[src/rtl/regfile_mp.sv]
// Multi-port integer register file with zeroing sweep after reset and busy scoreboard.
// Optional same-cycle write-to-read forwarding under `REGFILE_BYPASS_EN.
module regfile_mp #(
    parameter int unsigned XLEN  = 32,
    parameter int unsigned NREGS = 32,
    parameter int unsigned NRD   = 2,
    parameter int unsigned NWR   = 2
) (
    input  logic                      clk,
    input  logic                      reset_n,
    input  logic                      run,
    output logic                      ready,
    input  logic [NRD*$clog2(NREGS)-1:0] raddr,
    output logic [NRD*XLEN-1:0]       rdata,
    output logic [NRD-1:0]            rbusy,
    input  logic [NWR*$clog2(NREGS)-1:0] waddr,
    input  logic [NWR*XLEN-1:0]       wdata,
    input  logic [NWR-1:0]            we,
    input  logic [NWR-1:0]            wclr,
    input  logic [$clog2(NREGS)-1:0]  iss_addr,
    input  logic                      iss_vld,
    output logic [NREGS-1:0]          busy
);

    localparam int unsigned AW = $clog2(NREGS);

    typedef enum logic {
        S_INIT  = 1'b0,
        S_READY = 1'b1
    } state_t;

    state_t            state;
    logic [AW-1:0]     cnt;
    logic [XLEN-1:0]   mem [NREGS];
    logic [NREGS-1:0]  busy_nxt;
    logic              active;

    assign active = (state == S_READY) && run;
    assign ready  = (state == S_READY);

    // Sweep sequencer: INIT walks every address once, then READY until reset.
    always_ff @(posedge clk or negedge reset_n) begin
        if (!reset_n) begin
            state <= S_INIT;
            cnt   <= '0;
        end else if (state == S_INIT) begin
            cnt <= cnt + AW'(1);
            if (cnt == AW'(NREGS - 1)) begin
                state <= S_READY;
            end
        end
    end

    // Storage: zeroed by the sweep; later ports overwrite earlier ones on address collision.
    always_ff @(posedge clk) begin
        if (state == S_INIT) begin
            mem[cnt] <= '0;
        end else if (run) begin
            for (int w = 0; w < NWR; w++) begin
                if (we[w] && waddr[w*AW +: AW] != '0) begin
                    mem[waddr[w*AW +: AW]] <= wdata[w*XLEN +: XLEN];
                end
            end
        end
    end

    // Scoreboard update: clears first so a same-cycle issue (new producer) wins.
    always_comb begin
        busy_nxt = busy;
        if (active) begin
            for (int w = 0; w < NWR; w++) begin
                if (we[w] && wclr[w]) begin
                    busy_nxt[waddr[w*AW +: AW]] = 1'b0;
                end
            end
            if (iss_vld && iss_addr != '0) begin
                busy_nxt[iss_addr] = 1'b1;
            end
        end
        busy_nxt[0] = 1'b0;
    end

    always_ff @(posedge clk or negedge reset_n) begin
        if (!reset_n) begin
            busy <= '0;
        end else begin
            busy <= busy_nxt;
        end
    end

    // Combinational read ports; x0 and the INIT phase always read as zero.
    always_comb begin
        rdata = '0;
        rbusy = '0;
        for (int r = 0; r < NRD; r++) begin
            if (state == S_READY && raddr[r*AW +: AW] != '0) begin
                rdata[r*XLEN +: XLEN] = mem[raddr[r*AW +: AW]];
                rbusy[r]              = busy[raddr[r*AW +: AW]];
`ifdef REGFILE_BYPASS_EN
                for (int w = 0; w < NWR; w++) begin
                    if (active && we[w] && waddr[w*AW +: AW] == raddr[r*AW +: AW]) begin
                        rdata[r*XLEN +: XLEN] = wdata[w*XLEN +: XLEN];
                        rbusy[r]              = busy[raddr[r*AW +: AW]] & ~wclr[w];
                    end
                end
`endif
            end
        end
    end

endmodule

[config.mk]
export PLATFORM = sky130hd
export DESIGN_NAME = regfile_mp
export DESIGN_NICKNAME = d
export VERILOG_FILES = /design/src/rtl/regfile_mp.sv
export SDC_FILE = /design/constraint.sdc
export NUM_CORES = 2
export LEC_CHECK = 0
export BUFFER_PORTS_ARGS = -buffer_cell sky130_fd_sc_hd__buf_2
export CAP_MARGIN = 20
export CORE_ASPECT_RATIO = 1.4
export CORE_MARGIN = 2
export CORE_UTILIZATION = 40
export CTS_BUF_LIST = sky130_fd_sc_hd__clkbuf_2 sky130_fd_sc_hd__clkbuf_4 sky130_fd_sc_hd__clkbuf_8
export CTS_CLUSTER_DIAMETER = 150
export DETAILED_ROUTE_END_ITERATION = 10
export GPL_ROUTABILITY_DRIVEN = 0
export PLACE_DENSITY = 0.64
export SYNTH_ARGS = -nofsm -noshare
export SYNTH_HDL_FRONTEND = slang
export SYNTH_SLANG_ARGS = --single-unit
[constraint.sdc]
create_clock -name clk -period 4.64 [get_ports clk]
set_input_delay 0.464 -clock clk [delete_from_list [all_inputs] [get_ports clk]]
set_output_delay 0.464 -clock clk [all_outputs]
set_load 0.005 [all_outputs]
# Yosys cells after proc, flatten, opt, wreduce, memory -nomap -nowiden
# Memory sizes are Yosys's and may differ from the RTL's.
# Index checks and enable logic that the tools add are counted.
dict set report totals {
  mem_bits_rw 1024
  output_inout_bits 99
  register_bits 37
  inputBits 97
  wordCells 69
  n_memories 1
}
dict set report classes {
  magnitude_cmp 8
  n_eq_ne 1
  reduce_logical 17
  n_bitwise 5
  n_addsub 1
  muxes 33
}
# name words word_bits rd rd_ports_with_merged_regs write_ports line
set memory_table {}
lappend memory_table {mem 32 32 2 0 2 34} ;# logic [XLEN-1:0] mem [NREGS];
# operator count
set ops {}
lappend ops {{$mux 32} 8}
lappend ops {{$and 32x32->32} 2}
lappend ops {{$not 32->32} 2}
lappend ops {{$or 32x32->32} 1}
lappend ops {{$reduce_or 32->1} 1}
lappend ops {{$lt 5x6->1 const B} 5}
lappend ops {{$reduce_bool 5->1} 5}
lappend ops {{$mux 1} 19}
lappend ops {{$demux 1 s5} 3}
lappend ops {{$ge 5x1->1 const B} 3}
lappend ops {{$logic_and 1x1->1} 11}
lappend ops {{$bmux 1 s5} 2}
lappend ops {{$add 5x1->5 const B} 1}
lappend ops {{$eq 5x5->1 const B} 1}
lappend ops {{$mux 5} 1}

# Logic depth before layout (Yosys ltp)
dict set report logic_depth {
  word_depth 13
  depth_mapped 8
  depth_no_buf 4
}

# Worst setup path after synthesis
# OpenSTA, ideal clock, no wires.
dict set report synth_path {
  kind {input -> register}
  from {input port waddr[1]}
  to {memory mem[16][0], enable pin}
  cell_stages 6
  slack_ns 0.423
  path_buffers 2
  t_arrival_ns 3.751
  t_required_ns 4.174
  cell_sequence {clkbuf_1 nor2_1 a21oi_1 buf_2 mux2i_1 o21ai_0}
}
# element line
set synth_lines {}
lappend synth_lines {{start: declaration} 16} ;# input logic [NWR*$clog2(NREGS)-1:0] waddr,
lappend synth_lines {{end: declaration} 34}

# Worst setup path after layout
dict set report layout_path {
  from {register state (netlist: ready)}
  to {output port rdata[50]}
}
dict set report layout_between {
  elab_chain_cells 2
}
# element line
set layout_lines {}
lappend layout_lines {{start: declaration} 32} ;# state_t state;
lappend layout_lines {{start signal: assignment} 44} ;# state <= S_INIT;
lappend layout_lines {{start signal: assignment} 49} ;# state <= S_READY;
lappend layout_lines {{$logic_and 1x1->1} 96} ;# if (state == S_READY && raddr[r*AW +: AW] != '0) begin
lappend layout_lines {{$mux 32} 96}
lappend layout_lines {{end: declaration} 14} ;# output logic [NRD*XLEN-1:0] rdata,
# No other way between the ends.

==> flow_metrics.tcl <==
set metrics [dict create \
    status "finished clean" \
    relSlewSlack_pct 16.33 \
    cp_num_buf_inv 3 \
    grt_pass1_wl_mm 338.8 \
    synth_area_sq_mm 0.06236 \
    clock_path_buffers 3 \
    most-common-layout-cells "edfxtp_1 (1024), mux2_2 (997), mux4_2 (392)" \
    cp_slowest_stage_delay_ps 980 \
    synthArstFlopShare_pct 3.487 \
    grt_max_degree 65 \
    max_freq_ghz 0.2246 \
    place_inst 6063 \
    period_needed_ps 4452 \
    crit_arrival_ps 3990 \
    crit_chain "buf_4, nor2b_1, and3b_2, buf_4, a22oi_1, nand4_1, buf_2" \
    post_cts_buffers 0 \
    synth_cell_type_count 57 \
    die_area_sq_mm 0.1591 \
    cts_resized 0 \
    nets 4273 \
    rows 171 \
    crit_end "rdata[50]" \
    min_path_type "in -> reg" \
    cts_buffers 166 \
    clk_latency_ps 950 \
    clkTransAtPathRegs_ps 50 \
    reg2reg_from "ready" \
    antenna_left 0 \
    path_depth 7 \
    postSynthCellCount 4119 \
    synth_nets 4218 \
    layout_commonest_cell "edfxtp_1" \
    ys.flop_type "edfxtp_1" \
    cp_slowest_cell "and3b_2" \
    first_pass_iters 6 \
    h-tree-depth 4 \
    critPathLaunch "ready" \
    rsz0062_at_grt "false" \
    tns_ps 0 \
    totalPowerFinal_mw 20.91 \
    area_growth_pct 12.15 \
    clock_skew_ps 75.72 \
    worstSetupPathType "reg -> out" \
    hold_viol 0 \
    r2r_slack_ps 1300 \
    path_delay_family "simple AND/OR/NAND/NOR gates" \
    synth_warnings 0 \
    cts_hold_buf 8 \
    wire_per_inst_um 38.58 \
    drt_iter0_markers 5985 \
    io_buffers 194 \
    clkSinkCount 1061 \
    min_period_over_period_pct 95.94 \
    tightest_slew_ps 1254 \
    slew_viol_final 0 \
    leakagePower_nw 26.73 \
    viasPerCell 6.871 \
    root_buffer "clkbuf_8" \
    rr_endpoint "mem[7][19]" \
    setup_viol 0 \
    layout-drive-gt1-share_pct 49.91 \
    drc_errors 0 \
    die_w_um 337.7 \
    syn_area_per_cell_sq_um 15.14 \
    wirelength_mm 246.4 \
    core_sq_mm 0.1549 \
    yosysSeqAreaShare_pct 50.79 \
    vias 43890 \
    ir_worst_vdd_mv 0.1853 \
    cpMostUsedCell "buf_4" \
    final_cells 6387 \
    endpoint_kind "primary output" \
    gr-usage-all-layers_pct 30.57 \
    synth_edf_count 1024 \
    cts_tree "done" \
    grt_pass1_vias 43730 \
    p_per_area_mw_per_mm2 299.0 \
    die_h_um 471.2 \
    cp-start-kind "register" \
    cap_violations 0 \
    hpwlAfterDp_mm 145.3 \
    top_level_ports 196 \
    cp.required_ps 4180 \
    grt.overflow.total 0 \
    ff2ff_path_depth 7 \
    crit_fanout 23 \
    grt_antenna_before_repair 26 \
    synth_seq_cells 1061 \
    initial_core_util_pct 40.26 \
]
==> per-layer routing <==
metal,global-route usage [%],routed length [um],vias up
met5,0,164,-
met4,18.82,17240,28
met3,8.003,28010,874
met2,47.87,114900,3225
met1,37.66,86060,22870
li1,-,-,16890
==> tightest hold or removal path, cell delays in order <==
cell      delay, ps
buf_2           130
o211ai_1        180
o21ai_0         180
==> metrics by stage <==
step | hold WS, ps | utilization (%) | instance area (sq um) | setup WS, ps
final | 81.51 | 45.15 | 69940 | 188.4
after CTS | 19.22 | 44.96 | 69640 | 281.0
after floorplan | 168.4 | - | 62360 | 423.1
after global placement | 517.7 | 42.80 | 66290 | 1039
after global routing | 58.90 | 45.13 | 69910 | 216.4
after detailed placement | 538.4 | 42.83 | 66350 | 1048
==> cell usage after synthesis, drive strengths merged, types with 3 or more instances <==
cell type / count / area share (%)
a32oi: 5 / 0.070
nand3: 79 / 0.63
and4b: 4 / 0.064
and3b: 10 / 0.14
nand2b: 3 / 0.030
nor3: 6 / 0.064
clkbuf: 320 / 1.9
o21ai: 73 / 0.59
buf: 208 / 1.8
nor3b: 12 / 0.14
nand3b: 4 / 0.048
a21oi: 59 / 0.47
o22ai: 20 / 0.20
mux4: 392 / 14
nor2b: 15 / 0.15
nor2: 35 / 0.21
inv: 6 / 0.036
edfxtp: 1024 / 49
a22o: 8 / 0.11
and2: 40 / 0.40
and3: 64 / 0.64
a22oi: 281 / 3.4
nand4: 70 / 0.70
nand2: 28 / 0.19
xnor2: 3 / 0.042
nor4bb: 4 / 0.064
dfrtp: 37 / 1.5
a31oi: 9 / 0.090
mux2: 997 / 18
mux2i: 274 / 4.4
==> sequential cells by signal, indices dropped and copies added (netlist names) <==
signal	cells
ready	1
busy	31
cnt	5
mem	1024
==> cells by family after synthesis <==
family	after synthesis	synth area share [%]
multiplexers	1663	36.56
flip-flops	1061	50.79
buffers and inverters	534	3.784
AO/OA/AOI/OAI	470	5.122
AND/OR/NAND/NOR	385	3.658
XOR/XNOR	3	0.04214
adder cells (fa/ha/maj)	2	0.04012
other	1	0.006013
==> power breakdown <==
part           internal [mW]  leakage, nW  switching [mW]  total, mW
clock                   4.15         1.68            3.95       8.10
combinational          0.862         13.3            1.40       2.27
sequential              10.5         11.7          0.0348       10.6
total                   15.5         26.7            5.39       20.9
==> area by class of cell <==
| type | instances | area (sq um) |
|---|---|---|
| antenna | 15 | 37.54 |
| inverter | 6 | 22.52 |
| tap | 2076 | 2597 |
| timing repair buffer | 415 | 3332 |
| multi-input combinational | 2524 | 29070 |
| sequential | 1061 | 31680 |
| fill | 13790 | 84960 |
| clock buffer | 223 | 2738 |
| clock inverter | 67 | 470.5 |
==> worst min-delay path by stage <==
stage	endpoint	startpoint	slack, ps	cells past startpoint
after floorplan	busy[10]	reset_n	170	0
after global placement	cnt[0]	cnt[0]	520	1
after detailed placement	cnt[0]	cnt[0]	540	1
after CTS	busy[3]	iss_addr[1]	20	3
after global routing	busy[3]	iss_addr[1]	60	3
final	busy[3]	iss_addr[1]	80	3
Power figures use the tool's default switching activity.
